--- src/rtl/serial_chunk_adder_pkg.sv ---
// rtl/serial_chunk_adder_pkg.sv - shared types and sizing helpers for the serial chunk adder
package serial_chunk_adder_pkg;

    typedef enum logic [1:0] {
        IDLE = 2'd0,
        BUSY = 2'd1,
        DONE = 2'd2
    } state_t;

    function automatic int n_chunk(input int width, input int chunk);
        return width / chunk;
    endfunction

    function automatic int cnt_width(input int n);
        return (n <= 1) ? 1 : $clog2(n);
    endfunction

    localparam int DEF_WIDTH = 16;
    localparam int DEF_CHUNK = 4;
    localparam int N_CHUNK   = n_chunk(DEF_WIDTH, DEF_CHUNK);
    localparam int CNT_W     = cnt_width(N_CHUNK);

endpackage

--- src/rtl/serial_chunk_adder_chunk_adder.sv ---
// rtl/serial_chunk_adder_chunk_adder.sv - combinational CHUNK-bit ripple stage
module chunk_adder #(
    parameter int CHUNK = 4
) (
    input  logic [CHUNK-1:0] a,
    input  logic [CHUNK-1:0] b,
    input  logic             cin,
    output logic [CHUNK-1:0] sum,
    output logic             cout,
    output logic             c_msb
);

    logic cy;

    // c_msb is the carry entering the top bit; the top level uses it for signed overflow
    always_comb begin
        cy    = cin;
        c_msb = cin;
        sum   = '0;
        for (int i = 0; i < CHUNK; i++) begin
            if (i == CHUNK - 1) c_msb = cy;
            sum[i] = a[i] ^ b[i] ^ cy;
            cy     = (a[i] & b[i]) | (cy & (a[i] ^ b[i]));
        end
        cout = cy;
    end

endmodule

--- src/rtl/serial_chunk_adder.sv ---
// rtl/serial_chunk_adder.sv - multi-cycle add/subtract, CHUNK bits per clock, LSB chunk first
module serial_chunk_adder
    import serial_chunk_adder_pkg::*;
#(
    parameter int WIDTH = 16,
    parameter int CHUNK = 4
) (
    input  logic             clk,
    input  logic             reset,
    input  logic             start,
    input  logic             sub,
    input  logic [WIDTH-1:0] x,
    input  logic [WIDTH-1:0] y,
    input  logic             c_in,
    output logic             busy,
    output logic             done,
    output logic [WIDTH-1:0] out,
    output logic             c_out,
    output logic             ovf
);

    localparam int N  = n_chunk(WIDTH, CHUNK);
    localparam int CW = cnt_width(N);

    state_t           state, state_next;
    logic [CW-1:0]    cnt;
    logic [WIDTH-1:0] x_sr, y_sr, res, res_next;
    logic             carry;
    logic             accept, last;
    logic [CHUNK-1:0] sum;
    logic             cout, c_msb;

    assign accept = start && (state != BUSY);
    assign last   = (cnt == CW'(N - 1));

    chunk_adder #(.CHUNK(CHUNK)) u_chunk_adder (
        .a    (x_sr[CHUNK-1:0]),
        .b    (y_sr[CHUNK-1:0]),
        .cin  (carry),
        .sum  (sum),
        .cout (cout),
        .c_msb(c_msb)
    );

    // Each new chunk enters at the top, so after N shifts the result is aligned
    assign res_next = (res >> CHUNK) | (WIDTH'(sum) << (WIDTH - CHUNK));

    always_ff @(posedge clk) begin
        if (reset) state <= IDLE;
        else       state <= state_next;
    end

    always_comb begin
        state_next = state;
        case (state)
            IDLE:    if (start) state_next = BUSY;
            BUSY:    if (last)  state_next = DONE;
            DONE:    state_next = start ? BUSY : IDLE;
            default: state_next = IDLE;
        endcase
    end

    always_comb begin
        busy = (state == BUSY);
        done = (state == DONE);
    end

    always_ff @(posedge clk) begin
        if (reset) begin
            cnt   <= '0;
            x_sr  <= '0;
            y_sr  <= '0;
            res   <= '0;
            carry <= 1'b0;
            out   <= '0;
            c_out <= 1'b0;
            ovf   <= 1'b0;
        end else if (accept) begin
            // Subtraction is x + ~y + 1 (or + 0 when a borrow comes in)
            x_sr  <= x;
            y_sr  <= sub ? ~y : y;
            carry <= c_in ^ sub;
            cnt   <= '0;
        end else if (state == BUSY) begin
            x_sr  <= x_sr >> CHUNK;
            y_sr  <= y_sr >> CHUNK;
            res   <= res_next;
            carry <= cout;
            cnt   <= cnt + CW'(1);
            if (last) begin
                cnt   <= '0;
                out   <= res_next;
                c_out <= cout;
                ovf   <= c_msb ^ cout;
            end
        end
    end

endmodule

--- config.mk ---
export PLATFORM = sky130hd
export DESIGN_NAME = serial_chunk_adder
export DESIGN_NICKNAME = d
export VERILOG_FILES = /design/src/rtl/serial_chunk_adder_pkg.sv /design/src/rtl/serial_chunk_adder_chunk_adder.sv /design/src/rtl/serial_chunk_adder.sv
export SDC_FILE = /design/constraint.sdc
export NUM_CORES = 1
export LEC_CHECK = 0
export BUFFER_PORTS_ARGS = -buffer_cell sky130_fd_sc_hd__buf_2
export CORE_ASPECT_RATIO = 1.75
export CORE_UTILIZATION = 50
export CTS_CLUSTER_SIZE = 10
export DETAILED_ROUTE_END_ITERATION = 7
export PLACE_DENSITY = 0.72
export SYNTH_ARGS = -nofsm -noshare
export SYNTH_HDL_FRONTEND = slang
export SYNTH_HIERARCHICAL = 1
export SYNTH_SLANG_ARGS = --single-unit
--- constraint.sdc ---
create_clock -name clk -period 6.7 [get_ports clk]
set_clock_uncertainty 0.1 [all_clocks]
set_input_delay 1.34 -clock clk [delete_from_list [all_inputs] [get_ports clk]]
set_output_delay 1.34 -clock clk [all_outputs]
set_load 0.005 [all_outputs]
==> Word-level counts from Yosys, hierarchy flattened <==
Cells that the tools add are included.
{ "op_classes": {"n_addsub": 1, "eq_ne": 6, "mux": 12, "bitwise": 25, "n_reduce_logical": 7} }
{ "op_table": {"columns": ["op", "count"], "rows": [
  ["$mux W16", 5],
  ["$not A16 Y16", 1],
  ["$or A12 B16 Y16", 1],
  ["$xor A1 B1 Y1", 10],
  ["$and A1 B1 Y1", 8],
  ["$mux W2", 3],
  ["$pmux W2 S3", 1],
  ["$eq A2 B2 Y1 const B", 2],
  ["$ne A2 B1 Y1 const B", 2],
  ["$or A1 B1 Y1", 4],
  ["$reduce_and A2 Y1", 2],
  ["$mux W1", 3],
  ["$reduce_and A3 Y1", 1],
  ["$add A2 B1 Y2 const B", 1],
  ["$eq A2 B1 Y1 const B", 1],
  ["$logic_not A2 Y1", 1],
  ["$ne A2 B2 Y1 const B", 1],
  ["$reduce_bool A2 Y1", 1],
  ["$reduce_or A2 Y1", 1],
  ["$logic_and A1 B1 Y1", 1],
  ["$not A1 Y1", 1]
]} }
{ "totals": {"regBits": 71, "elab_cells": 60} }

==> Depth between registers and ports, before layout <==
{ "depth": {"ltp_word": 11, "depth_mapped": 8} }

==> Cells and area by module <==
The synthesis kept the hierarchy.
{ "modules_own_cells": {"columns": ["mod", "n_inst", "cells_per_inst", "area_per_inst_um2", "seq_area_each_um2"], "rows": [
  ["serial_chunk_adder", 1, 322, 2785.2, 1341.3],
  ["chunk_adder", 1, 12, 110.1, 0.0]
]} }

==> Worst setup path before layout <==
Ideal clock, no wire load.
{ "synth_timing": {"path_kind": "input-to-reg", "from": "in sub", "to": "reg y_sr[10]", "setup_time_ns": 0.069, "arrival_ns": 2.108, "path_slack_ns": 4.423, "stages": 5, "cell_sequence": "buf_6 > buf_12 > xnor2_1 > a211o_1 > a21oi_2"} }
{ "synth_between": {"elab_chain_cells": 2} }
{ "synth_lines": {"columns": ["item", "line_no", "rtl"], "rows": [
  ["from (decl)", "serial_chunk_adder.sv:11", "input logic sub,"],
  ["$mux W16", "serial_chunk_adder.sv:81", "y_sr <= sub ? ~y : y;"],
  ["$mux W16", "serial_chunk_adder.sv:78", "end else if (accept) begin"],
  ["to (signal assigned)", "serial_chunk_adder.sv:81", null],
  ["to (signal assigned)", "serial_chunk_adder.sv:86", "y_sr <= y_sr >> CHUNK;"],
  ["to (decl)", "serial_chunk_adder.sv:27", "logic [WIDTH-1:0] x_sr, y_sr, res, res_next;"]
]} }
No other way between the ends.
A chain may end at the register's enable or synchronous reset.

==> Final worst setup path <==
{ "layout_timing": {"from": "reg state[1]", "to": "out busy"} }
{ "layout_between": {"elab_chain_cells": 1} }
{ "layout_lines": {"columns": ["item", "line_no", "rtl"], "rows": [
  ["from (decl)", "serial_chunk_adder.sv:25", "state_t state, state_next;"],
  ["from (signal assigned)", "serial_chunk_adder.sv:50", "else state <= state_next;"],
  ["$eq A2 B1 Y1", "serial_chunk_adder.sv:64", "busy = (state == BUSY);"],
  ["to (decl)", "serial_chunk_adder.sv:15", "output logic busy,"]
]} }
No other way between the ends.

==> impl_metrics.json <==
{
  "num_vias": 2336,
  "fp.dieH_um": 102.7,
  "clock_power_share_pct": 36.9,
  "power.switching_mw": 0.2072,
  "mostFrequentLayoutCell": "nand2_1",
  "cts_resized": 0,
  "rsz0062_at_grt": "false",
  "antenna_found_initial": 0,
  "max_freq_mhz": 280.9,
  "insertion_delay_ns": 0.33,
  "core_um2": 5585,
  "wire_per_inst_um": 11.67,
  "wl_met1_mm": 2.262,
  "row_count": 36,
  "drc": 0,
  "syn-num-nets": 376,
  "cts.sinks": 67,
  "via_per_inst": 5.123,
  "hold_path_end": "out[5]",
  "period_share_pct": 53.13,
  "drv_cap": 0,
  "drive_gt1_share_pct": 20.79,
  "worstPathRequired_ns": 5.26,
  "worstSetupStartpointType": "register",
  "post_cts_buffers": 0,
  "final_net_count": 417,
  "tightest_slew_ns": 1.023,
  "outcome": "finished, final reports clean",
  "powerDensity_nw_per_um2": 255.1,
  "dieArea_um2": 6111,
  "synthCells": 334,
  "crit_path_end_kind": "output pin",
  "h-tree-depth": 3,
  "setup_viol_count_final": 0,
  "fill_cells": 568,
  "p_sw_share_pct": 24.48,
  "critPathSlowestCell": "inv_2",
  "syn-cell-area_um2": 2895,
  "wl_mm": 5.322,
  "yosysSeqAreaShare_pct": 46.33,
  "grt_pass1_vias": 2040,
  "grtUsageTotal_pct": 19.60,
  "numCtsBuffers": 9,
  "comb_power_share_pct": 12.0,
  "critical_path_class": "reg -> out",
  "routabilityCongestion": 0.7867,
  "fin_crit_ns": 3.560,
  "ant_nets": 0,
  "r2r_cells": 8,
  "cts_tree": "built",
  "holdPathStages": 2,
  "grt_max_degree": 61,
  "cts_max_path_buffers": 2,
  "cp_cell_sequence": "nand2b_2, inv_2, buf_2",
  "ir_drop_mv": 0.2080,
  "reg2reg_slack_ns": 4.39,
  "r2r_end": "res[15]",
  "fin_area_um2": 3318,
  "grt_pass1_wl_mm": 8.852,
  "area_delta_synth_final_pct": 14.61,
  "leakage_nw": 1.390,
  "synth-seq-cells": 67,
  "hp-start": "out[5]",
  "hold_viol": 0,
  "p_seq_share_pct": 51.1,
  "port_buffers": 56,
  "final_cell_mix": "nand2_1, dfxtp_1, buf_2, nor2_1, a21oi_1",
  "hold_buffers": 0,
  "dr_wl_met2_mm": 2.701,
  "critPathArrivalTime_ns": 2.12,
  "start_util_pct": 51.84,
  "post-dp-hpwl_mm": 3.571,
  "diodes": 0,
  "critical_path.max_stage_delay_ns": 0.67,
  "root_buffer": "clkbuf_8",
  "route.top_layer_used": "met4",
  "fp.dieW_um": 59.52,
  "critical_path.top_delay_family": "buffers and inverters",
  "r2r_start": "x_sr[0]",
  "clk_pin_slew_ns": 0.06,
  "drt_first_pass_iters": 5,
  "min_path_type": "reg -> reg",
  "grt_overflow": 0,
  "yosysWarnings": 6,
  "syn_area_per_cell_um2": 8.668,
  "tns_ns": 0,
  "dr_wl_met3_um": 190,
  "drt_iter0_markers": 75,
  "critPathBufInv": 2,
  "drv_slew": 0,
  "p_int_mw": 0.6393,
  "io_pins": 57,
  "dpl_cell_area_um2": 3127,
  "slew-limit-headroom_pct": 31.83,
  "cp_max_fo": 41,
  "synth_cell_types": 27
}
## power by group through the flow
| stage | clock (mW) | combinational (mW) | sequential, mW |
|---|---|---|---|
| after floorplan | 0 | 0.0826 | 0.438 |
| after global placement | 0 | 0.0987 | 0.441 |
| after detailed placement | 0 | 0.102 | 0.441 |
| after CTS | 0.321 | 0.103 | 0.433 |
| after global routing | 0.340 | 0.114 | 0.435 |
| final | 0.313 | 0.101 | 0.433 |
## sequential cells by signal (all words and copies together) (netlist names)
signal  flops
ovf         1
out        16
x_sr       16
res        12
state       2
y_sr       16
carry       1
c_out       1
cnt         2
## worst reg2reg max path, stage by stage, from the launching register on
cell and delay [ns]:
dfxtp_1 0.38, fa_1 0.19, inv_1 0.05, fa_1 0.39
fa_1 0.37, inv_1 0.10, fa_1 0.44, nand2_1 0.08
a21oi_1 0.07
## routing by layer
| metal | GRT usage, % | up-vias |
|---|---|---|
| met3 | 5.395 | 14 |
| met1 | 20.43 | 1079 |
| met2 | 34.40 | 51 |
| met5 | 0 | - |
| met4 | 11.27 | 0 |
| li1 | - | 1192 |
## area by class of cell
class / instances / area (um2) / share of cell area, %
Tap cell: 76 / 95.09 / 2.866
Timing Repair Buffer: 57 / 287.8 / 8.673
Clock inverter: 1 / 5.005 / 0.1508
Multi-Input combinational cell: 230 / 1365 / 41.14
Clock buffer: 15 / 186.4 / 5.618
Sequential cell: 67 / 1341 / 40.42
Inverter: 10 / 37.54 / 1.131
## kinds of logic (layout without fill, tap and decap cells)
family	after synthesis	in the layout	synth area share (%)
mux	16	16	5.531
buf+inv	37	83	6.525
fa+ha+maj	5	5	3.198
simple gates	116	116	15.90
flops	67	67	46.33
compound gates	75	75	17.07
xor+xnor	18	18	5.445
## worst max path at each step
stage               slack [ns]     start  cells past startpoint       end
floorplan                 4.42       sub                      5  y_sr[10]
global placement          3.53  state[1]                      3      busy
detailed placement        3.49  state[1]                      3      busy
CTS                       3.12  state[1]                      3      busy
global route              2.91  state[1]                      3      busy
finish                    3.14  state[1]                      3      busy
## through the flow
step | setup WS [ns] | hold slack, ns | util [%] | std cells | power (mW)
floorplan | 4.423 | 0.3321 | - | 334 | 0.5204
global placement | 3.532 | 0.3395 | 55.98 | 440 | 0.5392
detailed placement | 3.492 | 0.3413 | 55.98 | 440 | 0.5435
CTS | 3.119 | 0.3515 | 59.41 | 456 | 0.8558
global route | 2.911 | 0.3729 | 59.41 | 456 | 0.8898
finish | 3.140 | 0.3499 | 59.41 | 456 | 0.8466
## synth_stat cells
cell type / instances / area [um2]
a211o_1: 13 / 113.9
inv_2: 1 / 3.750
a211oi_1: 17 / 127.6
nand2_1: 72 / 270.3
nand3b_1: 1 / 7.510
buf_2: 15 / 75.07
a21oi_1: 37 / 185.2
fa_1: 4 / 80.08
nor2_1: 37 / 138.9
ha_1: 1 / 12.51
nand3_1: 1 / 5.000
buf_4: 2 / 15.01
buf_6: 1 / 11.26
nand2b_1: 1 / 6.260
a31oi_1: 1 / 6.260
mux2i_1: 16 / 160.2
clkbuf_1: 8 / 30.03
a21oi_2: 6 / 52.55
nor4b_1: 1 / 8.760
inv_1: 9 / 33.78
and3b_1: 1 / 8.760
nor2b_1: 1 / 6.260
o22a_1: 1 / 8.760
xnor2_1: 18 / 157.7
nand2b_2: 1 / 8.760
buf_12: 1 / 20.02
dfxtp_1: 67 / 1341
(Power assumes the default switching activity.)
